--- config.mk ---
export PLATFORM = sky130hd
export DESIGN_NAME = rr_arb_8
export DESIGN_NICKNAME = d
export VERILOG_FILES = /design/src/rtl/rr_arb_8_pkg.sv /design/src/rtl/dec_3_8.sv /design/src/rtl/rr_pick.sv /design/src/rtl/rr_arb_8.sv
export SDC_FILE = /design/constraint.sdc
export NUM_CORES = 1
export LEC_CHECK = 0
export ABC_AREA = 1
export CORE_MARGIN = 2
export CORE_UTILIZATION = 52
export DETAILED_ROUTE_END_ITERATION = 8
export GPL_ROUTABILITY_DRIVEN = 0
export GPL_TIMING_DRIVEN = 0
export PLACE_DENSITY = 0.91
export SYNTH_ARGS = -nofsm -noshare
export SYNTH_HDL_FRONTEND = slang
export SYNTH_SLANG_ARGS = --single-unit
--- constraint.sdc ---
create_clock -name clk -period 2.25 [get_ports clk]
set_input_delay 0.45 -clock clk [delete_from_list [all_inputs] [get_ports clk]]
set_output_delay 0.45 -clock clk [all_outputs]
set_load 0.02 [all_outputs]
--- src/rtl/rr_arb_8_pkg.sv ---
// Shared types and constants for the 8-way round-robin arbiter.
package rr_arb_8_pkg;

  localparam int N_REQ        = 8;
  localparam int IDX_W        = 3;
  localparam int MAX_HOLD_DEF = 16;

  typedef enum logic {
    IDLE  = 1'b0,
    GRANT = 1'b1
  } state_t;

endpackage

--- src/rtl/dec_3_8.sv ---
// 3-to-8 one-hot decoder.
module dec_3_8 (
  input  logic [2:0] sel,
  output logic [7:0] dec
);

  assign dec = 8'd1 << sel;

endmodule

--- src/rtl/rr_pick.sv ---
// Circular priority finder: first set req bit at or after ptr, wrapping 7->0.
module rr_pick
  import rr_arb_8_pkg::*;
(
  input  logic [N_REQ-1:0] req,
  input  logic [IDX_W-1:0] ptr,
  output logic [IDX_W-1:0] idx,
  output logic             valid
);

  logic [IDX_W-1:0] j;

  // Scan from the far end so the closest hit to ptr wins last.
  always_comb begin
    idx   = '0;
    valid = 1'b0;
    j     = '0;
    for (int k = N_REQ - 1; k >= 0; k--) begin
      j = ptr + IDX_W'(k);
      if (req[j]) begin
        idx   = j;
        valid = 1'b1;
      end
    end
  end

endmodule

--- src/rtl/rr_arb_8.sv ---
// 8-way round-robin arbiter with done/req-drop release and one idle bubble.
// Define RR_ARB_TIMEOUT_EN to add the MAX_HOLD forced-release counter.
module rr_arb_8
  import rr_arb_8_pkg::*;
#(
  parameter int MAX_HOLD = MAX_HOLD_DEF
) (
  input  logic             clk,
  input  logic             rst,
  input  logic [N_REQ-1:0] req,
  input  logic             done,
  output logic [N_REQ-1:0] gnt,
  output logic [IDX_W-1:0] gnt_idx,
  output logic             busy,
  output logic             timeout
);

  if (MAX_HOLD < 2 || MAX_HOLD > 255) begin : g_bad_hold
    $error("rr_arb_8: MAX_HOLD must be in 2..255");
  end

  state_t           state, state_n;
  logic [IDX_W-1:0] ptr, ptr_n, idx_n;
  logic [IDX_W-1:0] pick_idx;
  logic             pick_valid;
  logic             rel;
  logic             hold_exp;
  logic [N_REQ-1:0] dec;

  rr_pick u_pick (
    .req  (req),
    .ptr  (ptr),
    .idx  (pick_idx),
    .valid(pick_valid)
  );

  dec_3_8 u_dec (
    .sel(gnt_idx),
    .dec(dec)
  );

  assign rel = done | ~req[gnt_idx];

`ifdef RR_ARB_TIMEOUT_EN
  logic [7:0] hold;

  assign hold_exp = (state == GRANT) && (hold == 8'(MAX_HOLD - 1));

  always_ff @(posedge clk or posedge rst) begin
    if (rst) begin
      hold    <= '0;
      timeout <= 1'b0;
    end else begin
      hold    <= (state == GRANT) ? hold + 8'd1 : '0;
      timeout <= (state == GRANT) && hold_exp && !rel;
    end
  end
`else
  assign hold_exp = 1'b0;
  assign timeout  = 1'b0;
`endif

  always_comb begin
    state_n = state;
    ptr_n   = ptr;
    idx_n   = gnt_idx;
    case (state)
      IDLE: begin
        if (pick_valid) begin
          state_n = GRANT;
          idx_n   = pick_idx;
        end
      end
      GRANT: begin
        if (rel || hold_exp) begin
          state_n = IDLE;
          ptr_n   = gnt_idx + 3'd1;
        end
      end
      default: state_n = IDLE;
    endcase
  end

  always_ff @(posedge clk or posedge rst) begin
    if (rst) begin
      state   <= IDLE;
      ptr     <= '0;
      gnt_idx <= '0;
    end else begin
      state   <= state_n;
      ptr     <= ptr_n;
      gnt_idx <= idx_n;
    end
  end

  assign busy = (state == GRANT);
  assign gnt  = dec & {N_REQ{busy}};

endmodule

======== Word-level counts from Yosys, hierarchy flattened ========
Index checks and enable logic that the tools add are counted.
word-level totals
  register bits ........................... 7
  input bits .............................. 11
  output and inout port bits .............. 13
  logic and storage cells ................. 64
cells by class
  add/sub/neg operators ................... 8
  magnitude comparators ................... 9
  shift operators ......................... 1
  mux-type cells .......................... 37
  bitwise logic cells ..................... 4
  reductions and logical operators ........ 2
operators by type and width
  cell                 number
  $lt 3x4->1 const B   9
  $bmux 1 s3           9
  $mux 3               8
  $mux 1               19
  $add 3x3->3 const B  4
  $and 8x8->8          1
  $shl 1x3->8 const A  1
  $add 3x1->3 const B  2
  $add 3x2->3 const B  2
  $reduce_and 2->1     2
  $not 1->1            2
  $pmux 1 s2           1
  $or 1x1->1           1

======== Logic depth before layout (Yosys ltp) ========
  word-level depth ........................ 13
  gate-level depth with buffers ........... 17
  gate-level depth less buffers ........... 16

======== Cells and area by module ========
Synthesis repeated with hierarchy kept, for this count alone.
unflattened totals
  cell total of the unflattened synthesis .. 210
  area, all modules ....................... 1290.0 µm²
by module, submodules not included
  module    times used  cells an instance  area an instance (µm²)  sequential area each (µm²)
  rr_pick   1           122                739.5                   0.0
  rr_arb_8  1           73                 494.2                   175.2
  dec_3_8   1           15                 56.3                    0.0

======== Worst setup path after synthesis ========
OpenSTA, ideal clock, no wires.
  kind .................................... reg2reg
  start point ............................. reg ptr[1]
  end point ............................... reg gnt_idx[0]
  setup time .............................. 117 ps
  arrival time ............................ 1856 ps
  required time ........................... 2133 ps
  slack ................................... 277 ps
  stages on the path, launching flop included .. 16
  buffers on the path ..................... 1
  clock period less this slack ............ 1973 ps
  cells stage by stage .................... dfrtp_1 > buf_6 > inv_8 > ha_1 > inv_2 > nand3_1 > nand3_2 > nand2_4 > nor2_2 > nand3_2 > nor3_4 > nor2_4 > nand2_1 > inv_1 > nand2_1 > nand2_1
on the way
  cells in the longest elaborated chain, start to end .. 12
  elaborated cells on any way between the ends .. 40
  those cells by class .................... add/sub: 7; mux: 32; reduce/logical: 1
ends and longest elaborated chain
  item                               line            text
  start: declaration                 rr_arb_8.sv:23  logic [IDX_W-1:0] ptr, ptr_n, idx_n;
  start signal: assignment           rr_arb_8.sv:91  ptr <= ptr_n;
  $add 3x3->3                        rr_pick.sv:19   j = ptr + IDX_W'(k);
  $bmux 1 s3                         rr_pick.sv:20   if (req[j]) begin
  $mux 1 (implied by the code)       rr_pick.sv:20
  $mux 1 (8 in series)               rr_pick.sv:20
  $reduce_and 2->1 (no source line)  n/a
  end signal: assignment             rr_arb_8.sv:92  gnt_idx <= idx_n;
  end: declaration                   rr_arb_8.sv:13  output logic [IDX_W-1:0] gnt_idx,
Parallel ways exist; a longest one is shown, timed or not. The select of a mux whose other input is x is not followed.
A chain may end at the register's enable or synchronous reset.

======== Worst setup path after layout ========
Same ends and word-level chain as after synthesis.

==> summary by stage <==
Global routing
The number of global-route vias before repair was 1105. The first global-routing pass estimated 4.53 mm of wire. Entering global routing, the biggest net connects 11 pins. The total global-route track usage is 22.0%. The remaining global-route overflow is 0. The initial antenna violation count came to 0.

Run status
The run finished with clean final reports.

Routing
The total wire length is 2.86 mm. In the routed design, unresolved DRC markers number 0. For this block, the initial DRC count from the detailed router was 26. The number of nets with antenna violations after detailed routing is 0. The average routed wire per standard cell is 11.5 µm. The pre-antenna-repair detailed-routing pass consisted of 6 iterations. Dividing the detail-routed via count by the number of cells gives 5.10. The count of vias placed by the detailed router is 1265.

Finish
0 antenna diodes ended up in the layout. With fillers left out, the area of the finished cells amounts to 0.00154 mm². The fill cell total of the finished layout is 175.

After the last flow step, the layout net total stands at 240. Relative to the synthesized area, the layout overhead comes to 28.9%. Of the cells placed in the final design, the portion with a size suffix greater than 1 is 25.0%.

Yosys
The synthesized netlist net count is 208. Summed over all instances, the cell type with the most area after synthesis is nand2_1. The fraction of registers with async set or reset after synthesis is 100%. For this run, the number of Yosys warnings is 0. The share of synthesized area in the top cell type comes to 16.1%. In the synthesized netlist, the cells that appear most often are nand2_1 (51), nand3_1 (25), inv_1 (17), nand3_2 (13), nor2_1 (13). Counting flops with a built-in enable in the synthesized netlist gives 0. A synthesized cell averages 6.31 µm². In this run the cell area of the synthesized design comes to 0.00119 mm².

The number of instances in the synthesized netlist is 189. The most common flop cell mapped by yosys is dfrtp_1. The number of flip-flops and latches in the synthesized netlist is 7. The number of different library cells used by synthesis comes to 26. The library cell with the highest instance count after synthesis is nand2_1. After synthesis, the cell types taking the most area are nand2_1 (16%), dfrtp_1 (15%), nand3_2 (11%). Summing the sequential cell areas from Yosys gives 14.7% of the chip area.

Setup path
The kind of end point of the critical path is a flop. For the worst flop-to-flop path, the logic depth is 15. The worst register-to-register path ends at gnt_idx[0].

The slowest stage of the critical path belongs to the cell dfrtp_1. By instance count, the cell type seen most on the critical path is nand2_1. The highest net fanout along the worst path is 10. The largest single stage delay on the critical path is 390 ps. The critical path is of the flop to flop type.

In this run the worst setup path begins at ptr[1]. Together, buffers and inverters on the worst path number 4. In this run the register-to-register setup slack is 100 ps. The worst endpoint data arrival time is 2300 ps. The cell class contributing the biggest share of worst-path delay is simple AND/OR/NAND/NOR gates. The startpoint identified for the worst register-to-register timing path is ptr[1]. The required time at the worst-slack endpoint is 2400 ps.

Walking the worst path, the cells encountered are buf_6 -> inv_8 -> ha_2 -> inv_2 -> nand3_1 -> nand3_1 -> nand2_1 -> nor2_2 -> nand3_2 -> nor3_4 -> nor2_4 -> nand2_1 -> inv_1 -> nand2_1 -> nand2_1. The element type at the critical path start is a flop.

Timing
The hold violation total from the final report is 0. The final period utilization is 95.7%. The routed design could run at a clock period as short as 2150 ps. Setup repair after global routing could not meet its margin everywhere.

The max-slew violation count is 0. Timing would allow up to 464 MHz. Setup violations remaining at the end of the flow were counted as 0.

The largest clock skew in the final design is 3.23 ps.

CTS
The clock-pin slew on the worst setup and hold paths is 50 ps. The TritonCTS buffer count is 3. TritonCTS built the clock tree. The count of clock tree sinks is 7. The root buffer cell chosen for the clock tree is clkbuf_4. The number of buffers on the longest clock path is 2.

The clock latency of the later-clocked register in the worst-skew pair is 250 ps. CTS built an H-tree with a depth of 1.

Floorplan
The die is 51.9 µm tall. The horizontal extent of the die is 51.9 µm. The die covers 0.00269 mm². The floorplan has 17 rows. During I/O placement, the number of pins put on the boundary was 24. The starting density of the core is 54.4%.

After floorplanning, the core was sized to cover 0.00219 mm².

Flow run
The number of maximum-capacitance constraint violations is 0.

Worst hold path
The type of the worst min-delay path is primary input to async pin.

Placed design
In this run the tool buffered the top-level ports with 22 buffer cells. The placed instances occupy a cell area of 0.00145 mm². The placed wire-length estimate is 2.32 mm.
-- logic make-up after synthesis --
| family | Yosys count | share of synthesized area (%) |
|---|---|---|
| compound gates | 18 | 8.29 |
| xor+xnor | 4 | 2.94 |
| fa+ha+maj | 8 | 8.39 |
| buf+inv | 31 | 12.7 |
| flops | 7 | 14.7 |
| other cells | 1 | 0.314 |
| simple gates | 120 | 52.7 |
-- final cells by class --
| cell class | count | area, µm² | area share, % |
|---|---|---|---|
| multi-input combinational | 151 | 868 | 56.5 |
| tap | 28 | 35.0 | 2.28 |
| buffer | 5 | 46.3 | 3.01 |
| clock buffer | 4 | 26.3 | 1.71 |
| inverter | 26 | 105 | 6.84 |
| timing repair buffer | 27 | 278 | 18.1 |
| sequential | 7 | 178 | 11.6 |
-- registers in the layout, summed over array words and instances (netlist names) --
register and flops:
ptr 3, gnt_idx 3, busy 1
-- cell usage in the layout, fill, tap and decap left out, types with 2 or more instances in the layout --
cell | synthesis | final
o21ai_0 | 7 | 7
nand3_1 | 25 | 25
nand3_2 | 13 | 13
nor2_1 | 13 | 13
buf_6 | 3 | 3
xor2_1 | 2 | 2
inv_2 | 8 | 9
dlymetal6s2s_1 | 0 | 8
nand2_1 | 51 | 51
buf_4 | 1 | 6
nand2_2 | 12 | 12
clkbuf_4 | 0 | 3
o221ai_1 | 2 | 2
dfrtp_2 | 0 | 2
dfrtp_1 | 7 | 5
xnor2_1 | 2 | 2
inv_1 | 17 | 16
a21oi_1 | 8 | 8
ha_1 | 8 | 7
clkdlybuf4s50_1 | 0 | 14
-- through the flow --
stage               setup WS [ps]  std cells  hold WS, ps  util [%]  TNS (ps)
floorplan                     277        189          253         -         0
global placement             84.1        239          589      66.1         0
detailed placement           35.7        239          594      66.1         0
CTS                          15.2        243          437      67.3         0
global route                -27.5        248          455      70.1     -27.5
finish                       96.4        248          424      70.1         0
-- routing by layer --
layer  track usage (%)  wire length [µm]  vias to the layer above
li1                  -                 -                      666
met1              28.4              1420                      580
met2              38.8              1370                       19
met3              3.16                73                        0
met4              3.95                 0                        0
met5                 0                 0                        -
-- worst max path at each step --
stage                     depth (start not counted)  slack, ps          to
after floorplan                                  15        280  gnt_idx[0]
after global placement                           15         80  gnt_idx[0]
after detailed placement                         15         40  gnt_idx[0]
after CTS                                        15         20  gnt_idx[0]
after global routing                             15        -30  gnt_idx[0]
final                                            15        100  gnt_idx[0]
-- what timing repair did --
item                       CTS  global route
buffers inserted             0             5
hold endpoints to repair     0             0
resized for setup            2            10
hold buffers                 0             0
setup endpoints to repair    6            12
Power is left out: the tool's default activity adds up to more than one toggle a clock period on the data nets, which glitch-free logic cannot reach.
